File: config.mk
export PLATFORM = sky130hd
export DESIGN_NAME = multi_slot_controller
export DESIGN_NICKNAME = d
export VERILOG_FILES = /design/src/rtl/multi_slot_controller.sv
export SDC_FILE = /design/constraint.sdc
export NUM_CORES = 1
export LEC_CHECK = 0
export BUFFER_PORTS_ARGS = -buffer_cell sky130_fd_sc_hd__buf_2
export CAP_MARGIN = 20
export CORE_MARGIN = 3
export CORE_UTILIZATION = 60
export CTS_BUF_LIST = sky130_fd_sc_hd__clkbuf_8
export DETAILED_ROUTE_END_ITERATION = 6
export GPL_ROUTABILITY_DRIVEN = 1
export PLACE_DENSITY = 0.79
export SLEW_MARGIN = 20
export SYNTH_ARGS = -nofsm -noshare
export SYNTH_HDL_FRONTEND = slang
export SYNTH_SLANG_ARGS = --single-unit
File: constraint.sdc
create_clock -name clk_i -period 3.87 [get_ports clk_i]
set_input_delay 0.1935 -clock clk_i [delete_from_list [all_inputs] [get_ports clk_i]]
set_output_delay 0.1935 -clock clk_i [all_outputs]
set_load 0.05 [all_outputs]
File: src/rtl/multi_slot_controller.sv
// rtl/multi_slot_controller.sv - multi-slot round scheduler with in-order retirement
//
// Ports:
//   clk_i, rst_ni            clock, asynchronous active-low reset
//   start_i, key_size_i      begin a run (IDLE only); key size selects 10/12/14 rounds
//   in_valid_i/in_ready_o    pair handshake, in_last_i marks the final pair of the run
//   init_o, done_o           one-cycle pulses at run start / run end
//   load_en_o/load_slot_o    write accepted pair into a tracker slot
//   comp_en_o/comp_slot_o/comp_round_o/comp_final_o   one round on one slot per cycle
//   out_valid_o/out_ready_i/out_slot_o                retire handshake, acceptance order
//   slot_busy_o              per-slot occupancy
module multi_slot_controller #(
  parameter int NUM_SLOTS = 4,
  localparam int SW = (NUM_SLOTS > 1) ? $clog2(NUM_SLOTS) : 1
) (
  input  logic                 clk_i,
  input  logic                 rst_ni,
  input  logic                 start_i,
  input  logic [1:0]           key_size_i,
  input  logic                 in_valid_i,
  output logic                 in_ready_o,
  input  logic                 in_last_i,
  output logic                 init_o,
  output logic                 load_en_o,
  output logic [SW-1:0]        load_slot_o,
  output logic                 comp_en_o,
  output logic [SW-1:0]        comp_slot_o,
  output logic [3:0]           comp_round_o,
  output logic                 comp_final_o,
  output logic                 out_valid_o,
  input  logic                 out_ready_i,
  output logic [SW-1:0]        out_slot_o,
  output logic [NUM_SLOTS-1:0] slot_busy_o,
  output logic                 done_o
);

  typedef enum logic [1:0] {S_IDLE, S_INIT, S_RUN, S_DONE} state_e;

  state_e               state_q, state_d;
  logic [3:0]           nr_q, nr_d;
  logic                 last_seen_q, last_seen_d;
  // A slot is FREE when !busy, ACTIVE(round) when busy && !cmpl, COMPLETE when cmpl.
  logic [NUM_SLOTS-1:0] busy_q, busy_d;
  logic [NUM_SLOTS-1:0] cmpl_q, cmpl_d;
  logic [3:0]           round_q [NUM_SLOTS];
  logic [3:0]           round_d [NUM_SLOTS];
  logic [SW-1:0]        rr_q, rr_d;          // first index searched by the scheduler
  logic [SW-1:0]        fifo_q [NUM_SLOTS];
  logic [SW-1:0]        fifo_d [NUM_SLOTS];
  logic [SW-1:0]        wr_q, wr_d, rd_q, rd_d;
  logic [SW:0]          cnt_q, cnt_d;

  logic [NUM_SLOTS-1:0] active;
  logic                 any_free;
  logic [SW-1:0]        alloc_slot;
  logic                 rr_found;
  logic [SW-1:0]        rr_sel;
  logic [SW-1:0]        head_slot;
  logic                 head_done;
  logic [3:0]           rnext;

  function automatic logic [SW-1:0] wrap_inc(input logic [SW-1:0] p);
    return (int'(p) == NUM_SLOTS - 1) ? '0 : p + 1'b1;
  endfunction

  assign active      = busy_q & ~cmpl_q;
  assign any_free    = |(~busy_q);
  assign head_slot   = fifo_q[rd_q];
  assign head_done   = (cnt_q != '0) && cmpl_q[head_slot];
  assign slot_busy_o = busy_q;
  assign in_ready_o  = (state_q == S_RUN) && !last_seen_q && any_free;

  // Lowest-index free slot, taken from registered state so a slot freed this
  // cycle cannot be reallocated until the next one.
  always_comb begin
    alloc_slot = '0;
    for (int i = NUM_SLOTS - 1; i >= 0; i--) begin
      if (!busy_q[i]) alloc_slot = SW'(i);
    end
  end

  // Round-robin pick among ACTIVE slots starting at rr_q.
  always_comb begin : rr_pick
    int idx;
    idx      = 0;
    rr_found = 1'b0;
    rr_sel   = '0;
    for (int k = 0; k < NUM_SLOTS; k++) begin
      idx = int'(rr_q) + k;
      if (idx >= NUM_SLOTS) idx = idx - NUM_SLOTS;
      if (!rr_found && active[idx]) begin
        rr_found = 1'b1;
        rr_sel   = SW'(idx);
      end
    end
  end

  assign rnext = round_q[rr_sel] + 4'd1;

  always_comb begin
    state_d     = state_q;
    nr_d        = nr_q;
    last_seen_d = last_seen_q;
    busy_d      = busy_q;
    cmpl_d      = cmpl_q;
    round_d     = round_q;
    rr_d        = rr_q;
    fifo_d      = fifo_q;
    wr_d        = wr_q;
    rd_d        = rd_q;
    cnt_d       = cnt_q;

    init_o       = 1'b0;
    done_o       = 1'b0;
    load_en_o    = 1'b0;
    load_slot_o  = '0;
    comp_en_o    = 1'b0;
    comp_slot_o  = '0;
    comp_round_o = '0;
    comp_final_o = 1'b0;
    out_valid_o  = 1'b0;
    out_slot_o   = '0;

    unique case (state_q)
      S_IDLE: begin
        if (start_i) begin
          state_d = S_INIT;
          unique case (key_size_i)
            2'd1:    nr_d = 4'd12;
            2'd2:    nr_d = 4'd14;
            default: nr_d = 4'd10;
          endcase
        end
      end

      S_INIT: begin
        init_o      = 1'b1;
        busy_d      = '0;
        cmpl_d      = '0;
        last_seen_d = 1'b0;
        rr_d        = '0;
        wr_d        = '0;
        rd_d        = '0;
        cnt_d       = '0;
        state_d     = S_RUN;
      end

      S_RUN: begin
        // Accept, compute and retire act on slots in distinct states, so their
        // updates never collide on the same slot within one cycle.
        if (in_valid_i && in_ready_o) begin
          load_en_o           = 1'b1;
          load_slot_o         = alloc_slot;
          busy_d[alloc_slot]  = 1'b1;
          cmpl_d[alloc_slot]  = 1'b0;
          round_d[alloc_slot] = 4'd0;
          fifo_d[wr_q]        = alloc_slot;
          wr_d                = wrap_inc(wr_q);
          if (in_last_i) last_seen_d = 1'b1;
        end

        if (rr_found) begin
          comp_en_o       = 1'b1;
          comp_slot_o     = rr_sel;
          comp_round_o    = rnext;
          comp_final_o    = (rnext == nr_q);
          round_d[rr_sel] = rnext;
          if (rnext == nr_q) cmpl_d[rr_sel] = 1'b1;
          rr_d = wrap_inc(rr_sel);
        end

        if (head_done) begin
          out_valid_o = 1'b1;
          out_slot_o  = head_slot;
          if (out_ready_i) begin
            busy_d[head_slot] = 1'b0;
            cmpl_d[head_slot] = 1'b0;
            rd_d              = wrap_inc(rd_q);
          end
        end

        unique case ({load_en_o, out_valid_o && out_ready_i})
          2'b10:   cnt_d = cnt_q + 1'b1;
          2'b01:   cnt_d = cnt_q - 1'b1;
          default: cnt_d = cnt_q;
        endcase

        if (last_seen_q && (busy_q == '0)) state_d = S_DONE;
      end

      S_DONE: begin
        done_o  = 1'b1;
        state_d = S_IDLE;
      end

      default: state_d = S_IDLE;
    endcase
  end

  always_ff @(posedge clk_i or negedge rst_ni) begin
    if (!rst_ni) begin
      state_q     <= S_IDLE;
      nr_q        <= 4'd10;
      last_seen_q <= 1'b0;
      busy_q      <= '0;
      cmpl_q      <= '0;
      rr_q        <= '0;
      wr_q        <= '0;
      rd_q        <= '0;
      cnt_q       <= '0;
      for (int i = 0; i < NUM_SLOTS; i++) begin
        round_q[i] <= '0;
        fifo_q[i]  <= '0;
      end
    end else begin
      state_q     <= state_d;
      nr_q        <= nr_d;
      last_seen_q <= last_seen_d;
      busy_q      <= busy_d;
      cmpl_q      <= cmpl_d;
      rr_q        <= rr_d;
      wr_q        <= wr_d;
      rd_q        <= rd_d;
      cnt_q       <= cnt_d;
      round_q     <= round_d;
      fifo_q      <= fifo_d;
    end
  end

endmodule

# Word-level counts from Yosys, hierarchy flattened
# Index checks and enable logic that the tools add are counted.
[word_totals]
register_bits = 48
inputBits = 8
elab_cells = 223
[classes]
addsub = 13
magnitude_cmp = 21
n_eq_ne = 19
muxes = 105
bitwise = 16
n_reduce_logical = 32
[op_table]
columns = ["cell", "count"]
rows = [
  ["$lt A32 B4 Y1 const B", 4],
  ["$mux W32", 4],
  ["$mux W4", 17],
  ["$mux W2", 26],
  ["$mux W16", 3],
  ["$mux W1", 30],
  ["$ge A3 B3 Y1 const B", 7],
  ["$pmux W3 S2", 3],
  ["$and A16 B16 Y16", 1],
  ["$and A4 B4 Y4", 4],
  ["$bwmux W16", 1],
  ["$demux W4 S2", 2],
  ["$not A16 Y16", 1],
  ["$not A4 Y4", 4],
  ["$pmux W4 S2", 2],
  ["$logic_and A1 B1 Y1", 15],
  ["$eq A2 B1 Y1 const B", 6],
  ["$not A2 Y3", 4],
  ["$pmux W2 S2", 3],
  ["$reduce_and A2 Y1", 6],
  ["$sub A3 B3 Y4 const B", 3],
  ["$bmux W1 S2", 5],
  ["$ne A2 B2 Y1 const B", 5],
  ["$lt A2 B3 Y1 const B", 3],
  ["29 further kinds", 47],
]

# Depth between registers and ports, before layout
# Gate-level depths: netlist of run 1.
[depth]
depth_word = 28
mapped_depth = 15
depth_no_buf = 13

# Worst setup path before layout of run 1
# No wires, ideal clock.
[synth_path]
path_kind = "register -> output"
from = "reg busy_q[1] (netlist: slot_busy_o[1])"
to = "out comp_final_o"
t_arrival_ns = 4.024
path_slack_ns = -0.348
stages_incl_launch_ff = 12
path_cell_list = "dfrtp_1 nor2b_1 o221ai_1 a21o_2 buf_6 mux2i_1 mux2_4 inv_1 ha_1 xnor2_1 nand2_1 nor4_1"
[synth_via]
elab_chain_cells = 22
elab_cells_between_ends = 35
classes_between = "1 x add/sub; 1 x eq/ne; 25 x mux; 2 x bitwise; 6 x reduce/logical"
[synth_lines]
columns = ["item", "line_no", "text"]
rows = [
  ["start: declaration", "43", "logic [NUM_SLOTS-1:0] busy_q, busy_d;"],
  ["start signal: assignment", "219", "busy_q <= busy_d;"],
  ["$and A4 B4 Y4 (*)", "66", "assign active = busy_q & ~cmpl_q;"],
  ["$bmux W1 S2", "91", "if (!rr_found && active[idx]) begin"],
  ["$mux W1 (implied by the code) (2 in a row)", "91", ""],
  ["$mux W1", "91", ""],
  ["$logic_not A1 Y1", "91", ""],
  ["$logic_and A1 B1 Y1", "91", ""],
  ["$mux W1", "91", ""],
  ["$logic_not A1 Y1", "91", ""],
  ["(+4 left out)", "--", ""],
  ["$mux W2", "91", ""],
  ["$not A2 Y3 (implied by the code)", "98", "assign rnext = round_q[rr_sel] + 4'd1;"],
  ["$bmux W4 S2", "98", ""],
  ["$mux W4 (implied by the code) (2 in a row)", "98", ""],
  ["$add A4 B1 Y4", "98", ""],
  ["$eq A4 B4 Y1", "166", "comp_final_o = (rnext == nr_q);"],
  ["$mux W1 (*)", "162", "if (rr_found) begin"],
  ["$mux W1 (*)", "124", "unique case (state_q)"],
  ["end: declaration", "29", "output logic comp_final_o,"],
]
# Every way passes the cells marked *; elsewhere a longest branch is shown, timed or not. The select of a mux whose other input is x is not followed.

# Worst setup path after layout of run 1
[layout_path]
from = "reg busy_q[3] (netlist: slot_busy_o[3])"
to = "out comp_final_o"
# Same word-level chain as after synthesis.

==> qor.json, run 1 <==
{
  "mappedNetlistNets": {"value": 312},
  "first_pass_iters": {"value": 4},
  "worst_pin_slew": {"value": 583, "unit": "ps"},
  "required": {"value": 3680, "unit": "ps"},
  "max_cap_viol_count": {"value": 0},
  "met1_wire_length": {"value": 2890, "unit": "µm"},
  "power_per_standard_cell_area": {"value": 572, "unit": "nW/µm²"},
  "achievable-frequency": {"value": 0.287, "unit": "GHz"},
  "dr_wl_met2": {"value": 3090, "unit": "µm"},
  "crit_path_slowest_cell": {"value": "sky130_fd_sc_hd__dfrtp_1"},
  "timing.critical_path.fanout_max": {"value": 12},
  "synth_top_cells_by_area": {"value": "sky130_fd_sc_hd__dfrtp_1 (41%), sky130_fd_sc_hd__ha_1 (7.3%), sky130_fd_sc_hd__nand2_1 (6.3%), sky130_fd_sc_hd__o21ai_0 (4.6%), sky130_fd_sc_hd__a21oi_1 (2.6%)"},
  "design_area": {"value": 3030, "unit": "µm²"},
  "arrival": {"value": 3290, "unit": "ps"},
  "gp_congestion": {"value": 0.887},
  "layout_worst_path_cycle_share": {"value": 90.0, "unit": "%"},
  "nFillCells": {"value": 328},
  "synth_ff_type": {"value": "sky130_fd_sc_hd__dfrtp_1"},
  "floorplan.die_area": {"value": 5420, "unit": "µm²"},
  "clock-sinks": {"value": 46},
  "final_max_slew_viol_count": {"value": 0},
  "numCtsBuffers": {"value": 5},
  "overflow": {"value": 0},
  "core_area": {"value": 4200, "unit": "µm²"},
  "io_pins": {"value": 29},
  "grt_pass1_vias": {"value": 2254},
  "critPathTopFamily": {"value": "compound AO/OA/AOI/OAI gates"},
  "ctsResizeCount": {"value": 0},
  "route.met3.wl": {"value": 311, "unit": "µm"},
  "ratio_of_cells_with_drive_above_1_in_the_final_layout": {"value": 17.6, "unit": "%"},
  "critical_path.n_buffers_inverters": {"value": 2},
  "synth_enable_flop_cells": {"value": 0},
  "cts.clk_slew.worst_paths": {"value": 90, "unit": "ps"},
  "place_area": {"value": 2930, "unit": "µm²"},
  "design.final.nets": {"value": 343},
  "synth-seq-area-share": {"value": 42.0, "unit": "%"},
  "peak_supply_drop": {"value": 0.485, "unit": "mV"},
  "worst-setup-path-type": {"value": "reg -> out"},
  "worstSetupEndpointType": {"value": "output pin"},
  "cts_tree": {"value": "built"},
  "clk_root_buffer_cell": {"value": "sky130_fd_sc_hd__clkbuf_8"},
  "average_cell_area_after_synthesis": {"value": 9.56, "unit": "µm²"},
  "crit_path_cell_trace": {"value": "nor2b_1, o221ai_1, a21o_2, mux2i_1, mux2_4, inv_1, ha_1, xnor2_1, nand2_1, nor4_2, buf_2"},
  "final-setup-viol-count": {"value": 0},
  "dieHeight": {"value": 73.6, "unit": "µm"},
  "grtUsageTotal": {"value": 27.1, "unit": "%"},
  "fin_cells": {"value": 369},
  "wirelength": {"value": 6430, "unit": "µm"},
  "critPathLaunchType": {"value": "flip-flop"},
  "clkLatencyLatePin": {"value": 300, "unit": "ps"},
  "rsz0062_at_grt": {"value": "no"},
  "synth_area_leader_cell": {"value": "sky130_fd_sc_hd__dfrtp_1"},
  "placement_rows": {"value": 23},
  "syn_area": {"value": 2740, "unit": "µm²"},
  "die_width": {"value": 73.6, "unit": "µm"},
  "area_growth_syn_to_layout": {"value": 10.6, "unit": "%"},
  "grt_first_pass_wirelength": {"value": 11200, "unit": "µm"},
  "synth-seq-cells": {"value": 46},
  "grt_antenna_before_repair": {"value": 0},
  "antenna_cells": {"value": 0},
  "run_status": {"value": "finished, final reports clean"},
  "drc_errors": {"value": 0},
  "hold_path_class": {"value": "in -> reg"},
  "finalClockSkew": {"value": 8.77, "unit": "ps"},
  "dr.first_iter.drc_count": {"value": 190},
  "timing.slew.headroom": {"value": 61.1, "unit": "%"},
  "detailedPlacementHpwl": {"value": 4790, "unit": "µm"},
  "period_needed": {"value": 3480, "unit": "ps"},
  "cts_hold_buf": {"value": 0},
  "cts_max_level": {"value": 2},
  "final_total_negative_setup_slack": {"value": 0, "unit": "ps"},
  "largest_net_degree_at_the_start_of_global_routing": {"value": 47},
  "num_vias": {"value": 2252},
  "ant_nets": {"value": 0},
  "io_buffer_count": {"value": 28},
  "synthDominantCellAreaShare": {"value": 41.1, "unit": "%"},
  "wl_per_cell": {"value": 17.4, "unit": "µm"},
  "max_layer_used": {"value": "met4"},
  "vias_per_cell": {"value": 6.10},
  "cts_max_path_buffers": {"value": 2},
  "initial_core_util": {"value": 65.3, "unit": "%"},
  "cell_count_after_synthesis": {"value": 287},
  "leakagePower": {"value": 1.50, "unit": "nW"},
  "numPlacedInstances": {"value": 360},
  "synth_async_sr_flop_share": {"value": 100, "unit": "%"},
  "yosysUniqueCellTypes": {"value": 46},
  "timing.final.hold_violations": {"value": 0},
  "post_cts.repair.setup_buffers": {"value": 0},
  "count_of_synthesis_stage_warnings_from_yosys": {"value": 0},
  "max_stage_delay": {"value": 460, "unit": "ps"}
}
layout make-up:
| class | instances | area (µm²) | area share, % |
|---|---|---|---|
| Inverter | 16 | 60.1 | 1.98 |
| Clock buffer | 6 | 82.6 | 2.72 |
| Tap cell | 50 | 62.6 | 2.06 |
| Multi-Input combinational cell | 219 | 1510 | 49.7 |
| Sequential cell | 46 | 1150 | 38.0 |
| Timing Repair Buffer | 30 | 160 | 5.28 |
| Clock inverter | 2 | 8.76 | 0.289 |
state kept, by name (all words and copies together), names as in the netlist:
| signal | cells |
|---|---|
| cnt_q | 3 |
| cmpl_q | 4 |
| wr_q | 2 |
| nr_q | 2 |
| slot_busy_o | 4 |
| rd_q | 2 |
| rr_q | 2 |
| round_q | 16 |
| fifo_q | 8 |
| state_q | 2 |
| last_seen_q | 1 |
synth_stat cells (all sizes together) (2+ instances only):
| library cell | n |
|---|---|
| a31oi | 5 |
| and2 | 7 |
| buf | 4 |
| nand2b | 6 |
| dfrtp | 45 |
| clkbuf | 2 |
| a21oi | 14 |
| nor2b | 5 |
| mux4 | 3 |
| xnor2 | 4 |
| nand3 | 7 |
| or3 | 3 |
| o2bb2ai | 3 |
| and3 | 5 |
| nor2 | 14 |
| o21ai | 26 |
| a22oi | 2 |
| a22o | 6 |
| o221ai | 3 |
| mux2 | 6 |
| nand2 | 46 |
| inv | 16 |
| nor3b | 3 |
| o41ai | 3 |
| o31ai | 7 |
| nor3 | 4 |
| mux2i | 7 |
| a31o | 3 |
| ha | 16 |
| a21o | 2 |
| nor4 | 2 |
metal layers:
layer,global-route usage [%],up-vias
met1,37.1,1091
li1,-,1093
met5,0,-
met4,9.86,0
met2,41.8,51
met3,6.57,17
power by group:
group / leakage, nW / switching, mW / total, mW / internal, mW
clock: 0.0524 / 0.162 / 0.304 / 0.142
sequential: 0.562 / 0.0641 / 0.623 / 0.559
combinational: 0.881 / 0.557 / 0.807 / 0.249
total: 1.50 / 0.784 / 1.73 / 0.950
logic make-up after synthesis:
kind of cell | share of synthesized area [%]
buffers and inverters | 3.56
xor gates and xnor gates | 1.87
AOI/OAI and AO/OA | 18.6
and+or+nand+nor | 18.2
DFF | 42.0
adders and majority gates | 8.03
muxes | 7.76
path summary, 6_finish.rpt:
kind | from | end | slack, ps | cells after the start
worst max-delay path | slot_busy_o[3] | comp_final_o | 390 | 11
worst min-delay path | start_i | nr_q[1] | 100 | 2
worst max register to register | slot_busy_o[3] | cmpl_q[0] | 670 | 11
worst min register to register | round_q[10] | round_q[10] | 490 | 2
max in group asynchronous | rst_ni | round_q[0] | 3040 | 2
min in group asynchronous | rst_ni | cmpl_q[3] | 420 | 2
cell usage in the layout, fill, tap and decap left out, drive strengths merged, types with 6 or more instances in the layout:
cell type  instances
o31ai              7
and2               7
a21oi             14
nand2b             6
clkbuf             6
ha                16
o21ai             26
nand2             46
dfrtp             45
inv               17
nand3              7
a22o               6
nor2              14
mux2i              7
mux2               6
buf               29
metrics by stage:
step / power, mW / hold WS [ps] / worst slack, ps / utilization [%]
after floorplan: 1.22 / -102 / 122 / -
after global routing: 1.87 / 103 / 145 / 72.2
after global placement: 1.41 / 406 / 833 / 69.7
after detailed placement: 1.43 / 412 / 744 / 69.7
final: 1.73 / 99.7 / 388 / 72.2
after CTS: 1.73 / 88.1 / 398 / 71.9
Power figures use the tool's default switching activity.
==> run 2: changes to the inputs <==
--- a/config.mk
+++ b/config.mk
@@ -5,14 +5,13 @@
 export SDC_FILE = /design/constraint.sdc
 export NUM_CORES = 1
 export LEC_CHECK = 0
+export ABC_AREA = 1
 export BUFFER_PORTS_ARGS = -buffer_cell sky130_fd_sc_hd__buf_2
-export CAP_MARGIN = 20
 export CORE_MARGIN = 3
 export CORE_UTILIZATION = 60
 export CTS_BUF_LIST = sky130_fd_sc_hd__clkbuf_8
 export DETAILED_ROUTE_END_ITERATION = 6
-export GPL_ROUTABILITY_DRIVEN = 1
-export PLACE_DENSITY = 0.79
+export PLACE_DENSITY = 0.78
 export SLEW_MARGIN = 20
 export SYNTH_ARGS = -nofsm -noshare
 export SYNTH_HDL_FRONTEND = slang
==> run 2 against run 1 <==
Against the previous run:
- total power increased by 19%
- register-to-register slack lost 90 ps
- via count grew 39%
- sequential share of layout area is 5.4 points lower
- final area rose by 17%
- non-clock buffer count up 2
- synthesized cell count up 53%
- sequential power increased by 14%
- first-iteration DRC count rose by 98%
- cell count grew 46%
- sequential cell count unchanged
- clock skew fell by 1.2 ps
==> qor.json, run 2 <==
{
  "io_pins": {"value": 29, "change": "unchanged"},
  "required": {"value": 3680, "unit": "ps", "change": "about the same"},
  "rsz0062_at_grt": {"value": "no"},
  "clock-sinks": {"value": 46, "change": "unchanged"},
  "placement_rows": {"value": 26, "change": "+13%"},
  "cts.clk_slew.worst_paths": {"value": 90, "unit": "ps", "change": "about the same"},
  "cts_max_level": {"value": 2, "change": "unchanged"},
  "grtUsageTotal": {"value": 28.4, "unit": "%", "change": "+1.3 points"},
  "yosysUniqueCellTypes": {"value": 41, "change": "-11%"},
  "layout_commonest_cell": {"value": "sky130_fd_sc_hd__nand2_1"},
  "timing.slew.headroom": {"value": 60.6, "unit": "%", "change": "-0.58 points"},
  "largest_register": {"value": "round_q"},
  "synth_enable_flop_cells": {"value": 0, "change": "unchanged"},
  "largest_register_ffs": {"value": 16, "change": "unchanged"},
  "gp_congestion": {"value": 0.908, "change": "+2.4%"},
  "wirelength": {"value": 8280, "unit": "µm", "change": "+29%"},
  "arrival": {"value": 3470, "unit": "ps", "change": "+180 ps"},
  "numCtsBuffers": {"value": 5, "change": "unchanged"},
  "dr.first_iter.drc_count": {"value": 377, "change": "+98%"},
  "nFillCells": {"value": 465, "change": "+42%"},
  "worstSetupEndpointType": {"value": "output pin"},
  "timing.reg2reg.setup_slack": {"value": 580, "unit": "ps", "change": "-90 ps"},
  "power_per_standard_cell_area": {"value": 583, "unit": "nW/µm²", "change": "+1.9%"},
  "final_total_negative_setup_slack": {"value": 0, "unit": "ps", "change": "unchanged"},
  "first_pass_iters": {"value": 5, "change": "+1"},
  "detailedPlacementHpwl": {"value": 6200, "unit": "µm", "change": "+29%"},
  "ys_top_cells_by_count": {"value": "sky130_fd_sc_hd__nand2_1 (117), sky130_fd_sc_hd__inv_1 (60), sky130_fd_sc_hd__dfrtp_1 (45), sky130_fd_sc_hd__o21ai_0 (38), sky130_fd_sc_hd__a21oi_1 (30)"},
  "mappedNetlistNets": {"value": 464, "change": "+49%"},
  "synth_top_cells_by_area": {"value": "sky130_fd_sc_hd__dfrtp_1 (35%), sky130_fd_sc_hd__nand2_1 (14%), sky130_fd_sc_hd__inv_1 (7.0%), sky130_fd_sc_hd__ha_1 (6.2%), sky130_fd_sc_hd__o21ai_0 (5.9%)"},
  "grt_first_pass_wirelength": {"value": 13900, "unit": "µm", "change": "+24%"},
  "synth-seq-cells": {"value": 46, "change": "unchanged"},
  "worst_pin_slew": {"value": 592, "unit": "ps", "change": "+8.74 ps"},
  "period_needed": {"value": 3660, "unit": "ps", "change": "+178 ps"},
  "timing.critical_path.fanout_max": {"value": 16, "change": "+4"},
  "wl_per_cell": {"value": 15.4, "unit": "µm", "change": "-12%"},
  "grt_pass1_vias": {"value": 2901, "change": "+29%"},
  "layout_worst_path_cycle_share": {"value": 94.6, "unit": "%", "change": "+4.6 points"},
  "synth_ff_type": {"value": "sky130_fd_sc_hd__dfrtp_1"},
  "ant_nets": {"value": 0, "change": "unchanged"},
  "finalClockSkew": {"value": 7.53, "unit": "ps", "change": "-1.24 ps"},
  "hold_path_class": {"value": "in -> reg"},
  "core_area": {"value": 5140, "unit": "µm²", "change": "+22%"},
  "area.sequential": {"value": 1150, "unit": "µm²", "change": "+0.22%"},
  "cell_count_after_synthesis": {"value": 439, "change": "+53%"},
  "critPathLaunchType": {"value": "flip-flop"},
  "clk_root_buffer_cell": {"value": "sky130_fd_sc_hd__clkbuf_8"},
  "clkLatencyLatePin": {"value": 300, "unit": "ps", "change": "about the same"},
  "worst-setup-path-type": {"value": "reg -> out"},
  "post_cts.repair.setup_buffers": {"value": 0, "change": "unchanged"},
  "syn_area": {"value": 3220, "unit": "µm²", "change": "+17%"},
  "design_area": {"value": 3550, "unit": "µm²", "change": "+17%"},
  "synthDominantCellAreaShare": {"value": 35.0, "unit": "%", "change": "-6.1 points"},
  "layout_top_registers": {"value": "round_q x16, fifo_q x8"},
  "final_max_slew_viol_count": {"value": 0, "change": "unchanged"},
  "multi_input_area": {"value": 1760, "unit": "µm²", "change": "+17%"},
  "overflow": {"value": 0, "change": "unchanged"},
  "initial_core_util": {"value": 62.6, "unit": "%", "change": "-2.7 points"},
  "largest_net_degree_at_the_start_of_global_routing": {"value": 47, "change": "unchanged"},
  "drc_errors": {"value": 0, "change": "unchanged"},
  "vias_per_cell": {"value": 5.82, "change": "-4.6%"},
  "dieHeight": {"value": 79.2, "unit": "µm", "change": "+7.6%"},
  "die_width": {"value": 79.2, "unit": "µm", "change": "+7.6%"},
  "place_area": {"value": 3400, "unit": "µm²", "change": "+16%"},
  "leakagePower": {"value": 1.81, "unit": "nW", "change": "+21%"},
  "floorplan.die_area": {"value": 6280, "unit": "µm²", "change": "+16%"},
  "design.final.nets": {"value": 492, "change": "+43%"},
  "peak_supply_drop": {"value": 0.607, "unit": "mV", "change": "+25%"},
  "io_buffer_count": {"value": 28, "change": "unchanged"},
  "num_vias": {"value": 3131, "change": "+39%"},
  "grt_antenna_before_repair": {"value": 0, "change": "unchanged"},
  "area_growth_syn_to_layout": {"value": 10.3, "unit": "%"},
  "cts_tree": {"value": "built"},
  "cts_max_path_buffers": {"value": 2, "change": "unchanged"},
  "synth_async_sr_flop_share": {"value": 100, "unit": "%", "change": "unchanged"},
  "final-setup-viol-count": {"value": 0, "change": "unchanged"},
  "average_cell_area_after_synthesis": {"value": 7.33, "unit": "µm²", "change": "-23%"},
  "most-common-layout-cells": {"value": "sky130_fd_sc_hd__nand2_1 (117), sky130_fd_sc_hd__inv_1 (61), sky130_fd_sc_hd__dfrtp_1 (43), sky130_fd_sc_hd__o21ai_0 (38), sky130_fd_sc_hd__a21oi_1 (30)"},
  "count_of_synthesis_stage_warnings_from_yosys": {"value": 0, "change": "unchanged"},
  "antenna_cells": {"value": 0, "change": "unchanged"},
  "synth_most_common_cell": {"value": "sky130_fd_sc_hd__nand2_1"},
  "synth_area_leader_cell": {"value": "sky130_fd_sc_hd__dfrtp_1"},
  "run_status": {"value": "finished, final reports clean"},
  "timing.final.hold_violations": {"value": 0, "change": "unchanged"},
  "achievable-frequency": {"value": 0.273, "unit": "GHz", "change": "-4.9%"},
  "max_cap_viol_count": {"value": 0, "change": "unchanged"},
  "ratio_of_cells_with_drive_above_1_in_the_final_layout": {"value": 15.2, "unit": "%", "change": "-2.4 points"},
  "synth-seq-area-share": {"value": 35.8, "unit": "%", "change": "-6.2 points"}
}
[run 2: cell count changes after synthesis, sizes merged, moves of 7 or more]
cell and change:
o21ai +20, inv +49, and2 -7, a21oi +17
nand2 +80, nor2 +10, mux2i -7, nand3 +30
o22ai +9
[run 2: cell families after synthesis]
logic type,after synthesis,synth area share [%]
compound gates,98,17.3
fa+ha+maj,17,6.85
flops,46,35.8
xor+xnor,5,1.95
buf+inv,77,9.92
simple gates,196,28.1
[run 2: final timing paths]
kind,startpoint,endpoint,cells after the start
worst min register to register,fifo_q[7],fifo_q[7],1
worst min-delay path,in_last_i,last_seen_q,3
worst max-delay path,rr_q[0],comp_final_o,17
worst max register to register,rr_q[0],cmpl_q[2],20
max in group asynchronous,rst_ni,rr_q[1],2
min in group asynchronous,rst_ni,round_q[4],2
[run 2: metal layers]
metal	up-vias	track usage (%)	routed length, µm
met1	1489	41.9	3670
met3	15	3.74	630
met4	0	7.39	119
met2	148	44.1	3860
met5	-	0	0
li1	1479	-	-
[run 2: timing repair]
action / 4_1_cts / 5_1_grt
hold endpoints to repair: 0 / 45
hold buffers: 0 / 1
gates resized for setup: 0 / 5
setup endpoints to repair: 0 / 1
[run 2: critical path, cell delays in order, from the launching register on]
cell	delay, ps
sky130_fd_sc_hd__dfrtp_2	550
sky130_fd_sc_hd__inv_4	90
sky130_fd_sc_hd__nand3_2	90
sky130_fd_sc_hd__nand2_1	90
sky130_fd_sc_hd__nor2_1	200
sky130_fd_sc_hd__nand3_2	130
sky130_fd_sc_hd__nand2_2	160
sky130_fd_sc_hd__nand2_8	120
sky130_fd_sc_hd__inv_1	150
sky130_fd_sc_hd__nand2_1	80
sky130_fd_sc_hd__nand3_2	110
sky130_fd_sc_hd__nand2_4	90
sky130_fd_sc_hd__ha_1	390
sky130_fd_sc_hd__xor2_1	200
sky130_fd_sc_hd__a21oi_1	120
sky130_fd_sc_hd__nand2_1	120
sky130_fd_sc_hd__nor4_2	220
sky130_fd_sc_hd__clkbuf_4	270
[run 2: per-stage QoR]
| stage | utilization (%) | setup slack [ps] | std cells | power (mW) | hold slack, ps |
|---|---|---|---|---|---|
| 4_1_cts | 68.4 | 76.4 | 537 | 2.05 | 108 |
| 3_5_place_dp | 66.1 | 417 | 529 | 1.68 | 431 |
| 6_report | 69.0 | 210 | 538 | 2.07 | 169 |
| 2_1_floorplan | - | 26.5 | 439 | 1.44 | -102 |
| 3_3_place_gp | 66.1 | 629 | 529 | 1.64 | 426 |
| 5_1_grt | 69.0 | 13.4 | 538 | 2.23 | 169 |
[run 2: area by class of cell]
cell class              instances  share of cell area (%)
clock inverters                 2                   0.952
repair buffers                 32                    5.01
inverters                      66                    7.05
well taps                      70                    2.47
multi-input cells             316                    49.6
clock buffers                   6                    2.33
flip-flops and latches         46                    32.5
[run 2: power breakdown]
group	switching, mW	internal, mW
sequential	0.102	0.609
combinational	0.687	0.295
clock	0.166	0.208
